[src/rtl/rx_sample_reader.sv]
// Sequences the receiver I/Q read selects on each sample strobe and stores each set atomically in a word FIFO.
// Optional RX_READER_EXT_EN adds a third word per set (packed MSB bytes, S_X state).
module rx_sample_reader #(
  parameter int unsigned DEPTH = 64,
  parameter int unsigned CNT_W = 16
) (
  input  logic                     adc_clk,
  input  logic                     reset_n,
  input  logic                     enable,
  input  logic                     flush,
  input  logic                     rx_avail_A,
  input  logic [15:0]              rx_dout_A,
  output logic                     rd_i,
  output logic                     rd_q,
  input  logic                     pop,
  output logic [15:0]              dout,
  output logic                     empty,
  output logic [$clog2(DEPTH):0]   level,
  output logic [CNT_W-1:0]         ovfl_cnt
);

  localparam int unsigned PTR_W = $clog2(DEPTH);
  localparam int unsigned LVL_W = PTR_W + 1;
`ifdef RX_READER_EXT_EN
  localparam int unsigned WPS   = 3;
`else
  localparam int unsigned WPS   = 2;
`endif

  typedef enum logic [1:0] {
    IDLE,
    S_I,
    S_Q
`ifdef RX_READER_EXT_EN
    , S_X
`endif
  } state_e;

  state_e             state_q, state_d;
  logic               rd_i_q, rd_i_d;
  logic               rd_q_q, rd_q_d;
  logic [PTR_W-1:0]   wr_ptr_q, wr_ptr_d;
  logic [PTR_W-1:0]   rd_ptr_q, rd_ptr_d;
  logic [LVL_W-1:0]   level_q, level_d;
  logic [CNT_W-1:0]   ovfl_q, ovfl_d;
  logic [15:0]        mem [DEPTH];

  logic               strobe;
  logic               space_ok;
  logic               wr_en;
  logic               rd_en;
  logic               drop;

  assign strobe   = rx_avail_A && enable;
  // Free space is judged on the registered level; a same-cycle pop is not credited.
  assign space_ok = (LVL_W'(DEPTH) - level_q) >= LVL_W'(WPS);

  // Next-state, FIFO bookkeeping and drop accounting.
  always_comb begin
    state_d  = state_q;
    wr_en    = 1'b0;
    rd_en    = 1'b0;
    drop     = 1'b0;
    wr_ptr_d = wr_ptr_q;
    rd_ptr_d = rd_ptr_q;
    level_d  = level_q;
    ovfl_d   = ovfl_q;

    case (state_q)
      IDLE: begin
        if (strobe) begin
          if (space_ok) state_d = S_I;
          else          drop    = 1'b1;
        end
      end
      S_I: begin
        wr_en   = 1'b1;
        drop    = strobe;
        state_d = S_Q;
      end
      S_Q: begin
        wr_en   = 1'b1;
        drop    = strobe;
`ifdef RX_READER_EXT_EN
        state_d = S_X;
`else
        state_d = IDLE;
`endif
      end
`ifdef RX_READER_EXT_EN
      S_X: begin
        wr_en   = 1'b1;
        drop    = strobe;
        state_d = IDLE;
      end
`endif
      default: state_d = IDLE;
    endcase

    rd_en = pop && (level_q != '0);

    if (flush) begin
      state_d  = IDLE;
      wr_en    = 1'b0;
      rd_en    = 1'b0;
      drop     = 1'b0;
      wr_ptr_d = '0;
      rd_ptr_d = '0;
      level_d  = '0;
    end else begin
      if (wr_en) wr_ptr_d = wr_ptr_q + PTR_W'(1);
      if (rd_en) rd_ptr_d = rd_ptr_q + PTR_W'(1);
      level_d = level_q + LVL_W'(wr_en) - LVL_W'(rd_en);
    end

    if (drop && (ovfl_q != '1)) ovfl_d = ovfl_q + CNT_W'(1);
  end

  assign rd_i_d = (state_d == S_I);
  assign rd_q_d = (state_d == S_Q);

  always_ff @(posedge adc_clk or negedge reset_n) begin
    if (!reset_n) begin
      state_q  <= IDLE;
      rd_i_q   <= 1'b0;
      rd_q_q   <= 1'b0;
      wr_ptr_q <= '0;
      rd_ptr_q <= '0;
      level_q  <= '0;
      ovfl_q   <= '0;
    end else begin
      state_q  <= state_d;
      rd_i_q   <= rd_i_d;
      rd_q_q   <= rd_q_d;
      wr_ptr_q <= wr_ptr_d;
      rd_ptr_q <= rd_ptr_d;
      level_q  <= level_d;
      ovfl_q   <= ovfl_d;
    end
  end

  // Storage is not reset; dout is forced to zero while empty so stale words never show.
  always_ff @(posedge adc_clk) begin
    if (wr_en) mem[wr_ptr_q] <= rx_dout_A;
  end

  assign rd_i     = rd_i_q;
  assign rd_q     = rd_q_q;
  assign empty    = (level_q == '0);
  assign level    = level_q;
  assign ovfl_cnt = ovfl_q;
  assign dout     = empty ? 16'h0000 : mem[rd_ptr_q];

endmodule
[config.mk]
export PLATFORM = sky130hd
export DESIGN_NAME = rx_sample_reader
export DESIGN_NICKNAME = d
export VERILOG_FILES = /design/src/rtl/rx_sample_reader.sv
export SDC_FILE = /design/constraint.sdc
export NUM_CORES = 1
export LEC_CHECK = 0
export ABC_AREA = 1
export CELL_PAD_IN_SITES_DETAIL_PLACEMENT = 0
export CELL_PAD_IN_SITES_GLOBAL_PLACEMENT = 2
export CORE_ASPECT_RATIO = 0.8
export CORE_MARGIN = 1
export CORE_UTILIZATION = 42
export CTS_CLUSTER_DIAMETER = 40
export DETAILED_ROUTE_END_ITERATION = 8
export HOLD_SLACK_MARGIN = 0.15
export PLACE_DENSITY_LB_ADDON = 0.1
export SYNTH_ARGS = -nofsm -noshare
export SYNTH_HDL_FRONTEND = slang
export SYNTH_SLANG_ARGS = --single-unit
[constraint.sdc]
create_clock -name adc_clk -period 3.8 [get_ports adc_clk]
set_input_delay 0.76 -clock adc_clk [delete_from_list [all_inputs] [get_ports adc_clk]]
set_output_delay 0.76 -clock adc_clk [all_outputs]
set_load 0.01 [all_outputs]
* Word level (Yosys, flattened, before mapping)
Memory sizes are Yosys's and may differ from the RTL's. Cells that the tools add are included.
Word-level totals: register bits after elaboration 39, memory bits (writable) 1024, bits of input ports 22, memories 1
Cells by class: $add $sub $neg 6, order comparisons 1, eq/ne operators 5, muxes and demuxes 18, reduce and logical (&&, ||, !) cells 9
Memories:
- mem | depth 64, width 16, read ports 1, clocked after Yosys merged registers in 0, wr ports 1, line 46 | logic [15:0] mem [DEPTH];
Operators by type and width (count):
- $mux 6 | 4
- $add 16x1->16 const B | 1
- $mux 16 | 1
- $ne 16x16->1 const B | 1
- $add 6x1->6 const B | 2
- $add 7x1->7 | 1
- $ge 7x2->1 const B | 1
- $logic_not 7->1 | 1
- $mux 1 | 7
- $mux 7 | 1
- $reduce_bool 7->1 | 1
- $sub 7x1->7 | 1
- $sub 7x7->7 const A | 1
- $mux 2 | 3
- $eq 2x1->1 const B | 2
- $eq 2x2->1 const B | 2
- $pmux 2 s2 | 1
- $reduce_bool 2->1 | 2
- $logic_and 1x1->1 | 3
- $logic_not 2->1 | 1
- $pmux 1 s2 | 1
- $reduce_or 2->1 | 1

* Depth between registers and ports, before layout
depth after elaboration 7, gate-level depth with buffers 18, mapped depth without buffers 18

* Worst setup path before layout
OpenSTA, ideal clock, no wires.
kind reg2reg, start point reg level_q[1], in the netlist level[1], end point reg level_q[6], in the netlist level[6], arrival time 2.747 ns, data required time 3.678 ns, slack 0.931 ns, stages on the path, launching flop included 19, clock period less this slack 2.869 ns, path through dfrtp_1 inv_1 ha_1 nand2_1 nor3_4 nor2_1 ha_1 inv_1 ha_1 inv_1 fa_1 nor2_1 o21ai_0 nand2_1 nand2_1 a21oi_1 o21ai_0 nand2_1 nor2_1
On the way: word-level cells in the longest chain between the ends 4, elaborated cells on any way between the ends 5, those cells by class add/sub (2); mux (1); reduce/logical (2)
Ends and longest elaborated chain:
- from (decl) | line 44 | logic [LVL_W-1:0] level_q, level_d;
- from (signal assigned) | line 137 | level_q <= level_d;
- branches (longest 2 deep; another with $add 7x1->7)
- $sub 7x1->7 * | line 113 | level_d = level_q + LVL_W'(wr_en) - LVL_W'(rd_en);
- $mux 7 * | line 102 | if (flush) begin
- named net level_d[6] | line 44
Mark *: on every way through the listed nets, which the timed path passes. A chain may end at the register's enable or synchronous reset.

* Worst setup path in the final report
start point reg rd_ptr_q[0], end point out dout[6]
On the way: word-level cells in the longest chain between the ends 2
Ends and longest elaborated chain:
- from (decl) | line 43 | logic [PTR_W-1:0] rd_ptr_q, rd_ptr_d;
- from (signal assigned) | line 136 | rd_ptr_q <= rd_ptr_d;
- $mem_v2 64x16
- $mux 16 | line 152 | assign dout = empty ? 16'h0000 : mem[rd_ptr_q];
- to (decl) | line 16 | output logic [15:0] dout,
No other way between the ends.

==> results.yml <==
sta:
  max_clock_freq_mhz: 261
  tns_ns: -0.0315
  clock_skew_ns: 0.0185
  finalCritPeriodShare_pct: 101
  relSlewSlack_pct: 17.9
  setup_viol: 2
  fin_crit_ns: 3.83
  hold_viol: 0
  rsz0062_at_grt: "true"
  fin_hold_ws_ns: 0.522
  maxSlewViolCount: 0
  worstMarginPinSlew_ns: 1.22
  fin_ws_ns: -0.0310
layout:
  final_common_cell: "nand2_1"
  area_growth_pct: 25.8
  layout_common_cells: "nand2_1, edfxtp_1, nand3_1, nor2_1, inv_1"
  utilization_pct: 53.6
  final_nets: 4449
  drive_gt1_share_pct: 18.7
clock_network:
  h-tree-depth: 4
  cts_root_buf: "clkbuf_16"
  clockBufferDepth: 3
  insertion_delay_ns: 0.76
  cts_buffers: 145
  cts.sinks: 1063
  cts_tree: "built"
  path_clk_slew_ns: 0.06
critical_path:
  slowest_stage: "dfrtp_4"
  path_class: "reg -> out"
  end_kind: "output pin"
  r2r_slack_ns: 0.79
  r2r_end: "level[6]$_DFF_PN0_"
  cp-start-kind: "register"
  reg2reg_depth: 18
  worst_path_most_repeated_cell: "nand3_1"
  cp_slowest_stage_delay_ns: 0.54
  path_cells: "buf_6 -> clkbuf_16 -> buf_16 -> clkbuf_16 -> nand2_1 -> nand3_1 -> nand3_1 -> nand2_1 -> nor2_1 -> nand2_2 -> nand3_1 -> a21oi_2 -> buf_2"
  cp_max_fo: 6
  arrival_ns: 3.07
  crit_required_ns: 3.04
  reg2reg_from: "level[1]$_DFF_PN0_"
routing:
  detailroute.via_count: 30900
  via_per_inst: 5.20
  drtPass1Iterations: 6
  routed_wl_mm: 145
  drc: 0
  wl_per_cell_um: 24.4
  drt_iter0_drc: 3231
  drtAntennaViolNets: 0
pwr:
  cellLeakagePower_nw: 21.7
  vdd_ir_drop_max_mv: 0.459
  total_power_mw: 33.8
  power_per_cell_area_mw_per_mm2: 601
yosys:
  synth_area_mm2: 0.0447
  yosysUniqueCellTypes: 34
  syn_area_per_cell_um2: 10.9
  ys_seq_elements: 1063
  seq_area_frac_synth_pct: 70.9
  syn_inst: 4114
  syn_nets: 4156
  ys_warn_count: 0
global_routing:
  antenna_found_initial: 3
  grt_pass1_vias: 28900
  grt_max_degree: 78
  grt_usage_pct: 26.6
  grt_pass1_wl_mm: 206
  grt_remaining_overflow: 0
placed_design:
  hpwl_mm: 80.5
  routabilityCongestion: 0.824
  portBuffers: 63
job:
  cap_violations: 0
worst_hold_path:
  hp-start: "rx_dout_A[1]"
  hold_class: "in -> reg"
  hold_end: "mem[13][1]$_DFFE_PP_"
  whs_path_depth: 1
floorplan:
  core_mm2: 0.105
  initial_utilization_pct: 42.6
  fp-row-count: 106
  fp.dieW_um: 367
  boundaryPins: 64
  die_area_mm2: 0.108
  die-height_um: 294
status:
  failed_checks: "setup timing"
  status: "finished, violations left"
-- metrics by stage --
step           cells  setup slack [ns]  instance area (um2)
2_1_floorplan   4114             0.931                44700
3_3_place_gp    5582            0.0733                48300
3_5_place_dp    5582             0.111                48300
4_1_cts         5896           -0.0462                55100
5_1_grt         5929           -0.0778                56200
6_report        5933           -0.0310                56300
-- kinds of logic after synthesis --
group / synth area share (%)
XOR/XNOR: 0.333
AND/OR/NAND/NOR: 20.7
buffers and inverters: 4.70
flip-flops: 70.9
AO/OA/AOI/OAI: 2.73
adder cells (fa/ha/maj): 0.576
-- power by group --
group          internal (mW)  switching (mW)
combinational           2.79            4.46
clock                   8.30            5.24
sequential              12.9           0.106
total                   24.0            9.80
-- what timing repair did --
item / CTS / global route
setup buffers: 24 / 14
endpoints found under the setup margin: 16 / 16
resized for setup: 335 / 150
hold buffers: 1 / 0
hold endpoints to repair: 21 / 0
cloned: 27 / 21
pin swaps: 81 / 97
-- registers in the layout, indices dropped and copies added (netlist names) --
name,cells
mem,1024
ovfl_cnt,16
level,7
rd_ptr_q,6
wr_ptr_q,6
state_q,2
rd_i,1
rd_q,1
-- synthesized netlist by cell type --
cell       number  area [um2]
a21oi_1        95         475
clkinv_1        2        7.51
nand2_4         1        11.3
buf_6           6        67.6
a211oi_1        2        15.0
buf_4          10        75.1
buf_2          89         445
o21ai_1        13        65.1
nand3b_1        1        7.51
or2_2           1        6.26
clkbuf_2        1        5.00
nor3_4          1        16.3
dfrtp_1        39         976
nand2_2         1        6.26
o21ai_0       127         636
nand3_1       565        2830
nor3_1         12        60.1
inv_1         283        1060
edfxtp_1     1024       30700
nand2_1      1235        4640
buf_1          20        75.1
fa_1            1        20.0
a21oi_2         1        8.76
inv_2           4        15.0
clkbuf_1       93         349
nand4_1         1        6.26
ha_1           19         238
a2111oi_0       1        8.76
a31oi_1         1        6.26
nor3b_2         1        12.5
o21bai_1        1        7.51
xor2_1         12         105
nor2_1        446        1670
xnor2_1         5        43.8
-- metal layers --
metal	share of wire, %	global-route usage [%]	wire, um	up-vias
met5	0	0	0	-
met4	1.7	6.98	2530	0
met3	7.1	5.79	10200	166
met2	45	40.1	65100	901
met1	46	38.9	67200	15200
li1	-	-	-	14600
-- worst max-delay path, delay by kind of cell, from the launching register on --
kind / cells / cell delay (ns)
buffers and inverters: 5 / 0.88
and+or+nand+nor: 7 / 0.68
AOI/OAI and AO/OA: 1 / 0.18
DFF: 1 / 0.54
-- how the worst max path moves through the flow --
stage / startpoint / end / cells after the start
final: rd_ptr_q[0]$_DFFE_PN0P_ / dout[6] / 13
after global routing: rd_ptr_q[0]$_DFFE_PN0P_ / dout[8] / 12
after CTS: rd_ptr_q[0]$_DFFE_PN0P_ / dout[6] / 13
after detailed placement: rd_ptr_q[1]$_DFFE_PN0P_ / dout[9] / 10
after global placement: rd_ptr_q[0]$_DFFE_PN0P_ / dout[9] / 11
after floorplan: level[1]$_DFF_PN0_ / level[6]$_DFF_PN0_ / 18
-- cell type report --
type | count | area, um2
Fill cell | 9243 | 48800
Timing Repair Buffer | 363 | 4600
Multi-Input combinational cell | 2543 | 12200
Tap cell | 1404 | 1760
Clock inverter | 85 | 833
Clock buffer | 180 | 3980
Antenna cell | 4 | 10.0
Sequential cell | 1063 | 31700
Timing Repair inverter | 2 | 20.0
Inverter | 289 | 1130
No activity file was read; power rests on OpenSTA's default activity.
